`src/rtl/fifo_read_serialiser.sv`:
```
// Pops wide words from a first-word-fall-through FIFO and streams them as RATIO narrow slices.
// Latency: first slice valid the cycle after the pop; back-to-back words leave no bubble.
// Backpressure: out_ready low freezes every slice output; the pop for the next word waits for the final-slice handshake.
module fifo_read_serialiser #(
  parameter int W_OUT     = 8,
  parameter int RATIO     = 4,
  parameter bit LSB_FIRST = 1'b1
) (
  input  logic                   clk,
  input  logic                   rst_n,
  input  logic [W_OUT*RATIO-1:0] fifo_rdata,
  input  logic                   fifo_empty,
  output logic                   fifo_ren,
  input  logic                   flush,
  output logic [W_OUT-1:0]       out_data,
  output logic                   out_valid,
  input  logic                   out_ready,
  output logic                   out_last,
  output logic                   busy
);

  localparam int W_IN  = W_OUT * RATIO;
  localparam int IDX_W = (RATIO > 1) ? $clog2(RATIO) : 1;
  localparam logic [IDX_W-1:0] LAST_IDX = IDX_W'(RATIO - 1);

  typedef enum logic {
    IDLE  = 1'b0,
    SHIFT = 1'b1
  } state_t;

  state_t            state_q, state_d;
  logic [W_IN-1:0]   sreg_q, sreg_d;
  logic [IDX_W-1:0]  idx_q, idx_d;
  logic              held;
  logic              xfer;

  assign held      = (state_q == SHIFT);
  assign out_valid = held;
  assign busy      = held;
  assign out_last  = held && (idx_q == LAST_IDX);
  assign xfer      = held && out_ready;

  // Next word is popped only when idle or when the final slice leaves this very cycle.
  assign fifo_ren  = rst_n && !flush && !fifo_empty && (!held || (xfer && out_last));

  generate
    if (LSB_FIRST) begin : g_lsb
      assign out_data = sreg_q[W_OUT-1:0];
    end else begin : g_msb
      assign out_data = sreg_q[W_IN-1 -: W_OUT];
    end
  endgenerate

  always_ff @(posedge clk or negedge rst_n) begin
    if (!rst_n) begin
      state_q <= IDLE;
      sreg_q  <= '0;
      idx_q   <= '0;
    end else begin
      state_q <= state_d;
      sreg_q  <= sreg_d;
      idx_q   <= idx_d;
    end
  end

  always_comb begin
    state_d = state_q;
    sreg_d  = sreg_q;
    idx_d   = idx_q;
    if (flush) begin
      // Flush wins over any load or shift; the FIFO itself is left alone.
      state_d = IDLE;
      idx_d   = '0;
    end else begin
      case (state_q)
        IDLE: begin
          if (fifo_ren) begin
            sreg_d  = fifo_rdata;
            idx_d   = '0;
            state_d = SHIFT;
          end
        end
        SHIFT: begin
          if (xfer) begin
            if (idx_q != LAST_IDX) begin
              idx_d  = idx_q + IDX_W'(1);
              sreg_d = LSB_FIRST ? (sreg_q >> W_OUT) : (sreg_q << W_OUT);
            end else if (fifo_ren) begin
              sreg_d = fifo_rdata;
              idx_d  = '0;
            end else begin
              state_d = IDLE;
            end
          end
        end
        default: state_d = IDLE;
      endcase
    end
  end

endmodule

```
`config.mk`:
```
export PLATFORM = sky130hd
export DESIGN_NAME = fifo_read_serialiser
export DESIGN_NICKNAME = d
export VERILOG_FILES = /design/src/rtl/fifo_read_serialiser.sv
export SDC_FILE = /design/constraint.sdc
export NUM_CORES = 1
export LEC_CHECK = 0
export BUFFER_PORTS_ARGS = -buffer_cell sky130_fd_sc_hd__clkbuf_2
export CAP_MARGIN = 40
export CELL_PAD_IN_SITES_DETAIL_PLACEMENT = 1
export CELL_PAD_IN_SITES_GLOBAL_PLACEMENT = 2
export CORE_MARGIN = 2
export CORE_UTILIZATION = 36
export CTS_BUF_LIST = sky130_fd_sc_hd__clkbuf_8
export DETAILED_ROUTE_END_ITERATION = 8
export PLACE_DENSITY = 0.95
export SKIP_CTS_REPAIR_TIMING = 1
export SLEW_MARGIN = 40
export SYNTH_ARGS = -nofsm -noshare
export SYNTH_HDL_FRONTEND = slang
export SYNTH_SLANG_ARGS = --single-unit
```
`constraint.sdc`:
```
create_clock -name clk -period 4.1 [get_ports clk]
set_input_delay 0.82 -clock clk [delete_from_list [all_inputs] [get_ports clk]]
set_output_delay 0.82 -clock clk [all_outputs]
set_load 0.02 [all_outputs]
```
==> flow_summary.ini <==
[cts]
cts.sinks = 35
cts_made_buffers = 5
clk_latency_ns = 0.28
clockBufferDepth = 2
root_buffer = clkbuf_8
cts_tree = built
clk_pin_slew_ns = 0.06
htree_levels = 2

[synth]
synth-seq-cells = 35
muxShareOfSynthArea_pct = 0
yosysWarnings = 0
synthesis.nets = 174
syn-mean-instance-area_um2 = 11.8
yosys.area_share.adder_pct = 0.777
synth_largest_area_cell = dfrtp_1
synth_area_leaders = dfrtp_1, a221o_1, and2_1
synthCells = 136
synth_compound_area_share_pct = 22.4
synth-simple-area-share_pct = 16.0
yosysSeqAreaShare_pct = 54.4
syn_area_mm2 = 0.00161
yosysTopAreaCellShare_pct = 54.4
synth_top_family_by_area = compound AO/OA/AOI/OAI gates
synthDistinctLibCells = 20
synth_xor_xnor_area_share_pct = 0

[final_layout]
layout-drive-gt1-share_pct = 32.6
multiInputGateArea_um2 = 643
fillers = 493
layoutNonFillerInstCount = 227
register_area_um2 = 876
n_antenna_cell = 0
syn_to_final_growth_pct = 18.7
nNetsFinal = 214

[sta]
setup_tns_ns = 0
drv_slew = 0
fmax_mhz = 399
slew_headroom_pct = 48.8
rsz0062_at_grt = no
hold_viol_final = 0
tightest_slew_ns = 0.768
finalCritPeriodShare_pct = 61.1
skew_ns = 0.00187
setup_viol = 0
period_needed_ns = 2.50

[place]
gp_congestion = 0.830
dpl.hpwl_um = 2720
port-buffer-count = 48
dp_cells = 221

[setup_path]
path_class = in -> out
crit_chain = clkbuf_2, nand2b_1, a211oi_4, clkbuf_2
worst_path_max_delay_cell = a211oi_4
slowest_delay_ns = 0.31
critPathRequiredTime_ns = 3.28
timing.critical_path.from_type = primary input
cp_data_arrival_time_ns = 1.68
critPathMaxFanout = 6
crit_path_frequent_cell = clkbuf_2
crit_path_end_kind = primary output

[floorplanning]
core_area_mm2 = 0.00432
rows = 24
die_y_um = 70.9
initial_utilization_pct = 37.2
io_pins = 49
die_x_um = 70.9
die_area_mm2 = 0.00502

[power]
p_per_area_mw_per_mm2 = 436
seq_power_share_pct = 54.2
comb_power_share_pct = 19.6
clock_power_share_pct = 26.2
netSwitchingFraction_pct = 27.1
power.internal_mw = 0.608
vdd_drop_max_uv = 196
p_sw_mw = 0.226
p_leak_nw = 0.948

[routing]
firstDrtPassIters = 4
drc = 0
drt_first_iter_violations = 76
ant_nets = 0
via_per_inst = 5.49
finalWirelength_um = 3740
routedWlPerCell_um = 16.5
vias = 1246

[global_route]
grt_pass1_vias = 1317
grt_pass1_wl_um = 6470
grt_use_total_pct = 16.2
grt_antenna_before_repair = 0
grt_start_max_net_pins = 36
grt-ovfl-total = 0

[job]
cap_violations = 0

[worst_hold_path]
hold_path.class = reg -> reg

[outcome]
status = completed
[registers in the layout, summed over array words and instances, names as in the netlist]
register,count
busy,1
sreg_q,32
idx_q,2
[worst max-delay path: cells and delay by family]
family | cells | cell delay [ns]
AO/OA/AOI/OAI | 1 | 0.31
buffers and inverters | 2 | 0.30
AND/OR/NAND/NOR | 1 | 0.26
[layer usage]
metal,global-route usage (%),vias up,wire (um)
met5,0,-,0
li1,-,579,-
met1,21.5,620,1660
met4,4.40,0,11
met3,4.56,2,220
met2,26.3,45,1840
[synth_stat cells]
cell type	instances
buf_4	9
and2_1	25
nor4bb_1	1
clkbuf_1	3
ha_1	1
a221o_1	24
nand2b_1	2
and4bb_1	1
a211o_1	1
a211oi_1	1
nand2_1	11
dfrtp_1	35
nand3_1	2
a211oi_2	1
a31oi_1	1
a2bb2oi_1	8
a21oi_1	3
buf_2	5
nand4b_1	1
nor2b_1	1
[cell type report]
class,count,share of cell area [%]
flip-flops and latches,35,45.8
multi-input cells,84,33.6
repair buffers,50,13.4
clock buffers,5,3.60
well taps,52,3.40
clock inverters,1,0.196
[kinds of logic (layout without fill, tap and decap cells)]
kind of cell             count (synthesis)  in the layout
buffers and inverters                   17             56
flip-flops                              35             35
adder cells (fa/ha/maj)                  1              1
AND/OR/NAND/NOR                         44             44
AO/OA/AOI/OAI                           39             39
[cell usage in the layout, fill, tap and decap left out, drive strengths merged]
| master | n |
|---|---|
| nand2b | 2 |
| nor2b | 1 |
| a31oi | 1 |
| ha | 1 |
| dfrtp | 35 |
| a2bb2oi | 8 |
| and4bb | 1 |
| nand4b | 1 |
| a21oi | 3 |
| inv | 1 |
| nand3 | 2 |
| nor4bb | 1 |
| buf | 2 |
| and2 | 25 |
| a221o | 24 |
| a211oi | 2 |
| a211o | 1 |
| clkbuf | 53 |
| nand2 | 11 |
[path summary, 6_finish.rpt]
check                                start         end  slack [ns]  depth (start not counted)
worst max register to register    idx_q[0]  sreg_q[13]        1.83                          4
min in group asynchronous            rst_n   sreg_q[9]        0.63                          2
worst min register to register  sreg_q[11]  sreg_q[11]        0.51                          1
max in group asynchronous            rst_n  sreg_q[25]        3.16                          2
worst max-delay path            fifo_empty    fifo_ren        1.60                          4
worst min-delay path            sreg_q[11]  sreg_q[11]        0.51                          1
[metrics by stage]
stage | hold slack (ns) | utilization [%] | setup WS (ns) | instance area (um2) | total power [mW]
floorplan | 0.470 | - | 1.64 | 1610 | 0.575
global placement | 0.487 | 42.4 | 1.65 | 1830 | 0.611
detailed placement | 0.486 | 42.5 | 1.59 | 1840 | 0.624
CTS | 0.509 | 44.2 | 1.58 | 1910 | 0.846
global route | 0.527 | 44.2 | 1.50 | 1910 | 0.885
finish | 0.505 | 44.2 | 1.60 | 1910 | 0.834
[power groups by stage]
stage / Clock, mW / Combinational [mW] / Sequential (mW)
3_5_place_dp: 0 / 0.165 / 0.459
3_3_place_gp: 0 / 0.157 / 0.454
6_report: 0.219 / 0.163 / 0.452
2_1_floorplan: 0 / 0.132 / 0.444
5_1_grt: 0.245 / 0.179 / 0.461
4_1_cts: 0.227 / 0.166 / 0.453
Power figures use the tool's default switching activity.
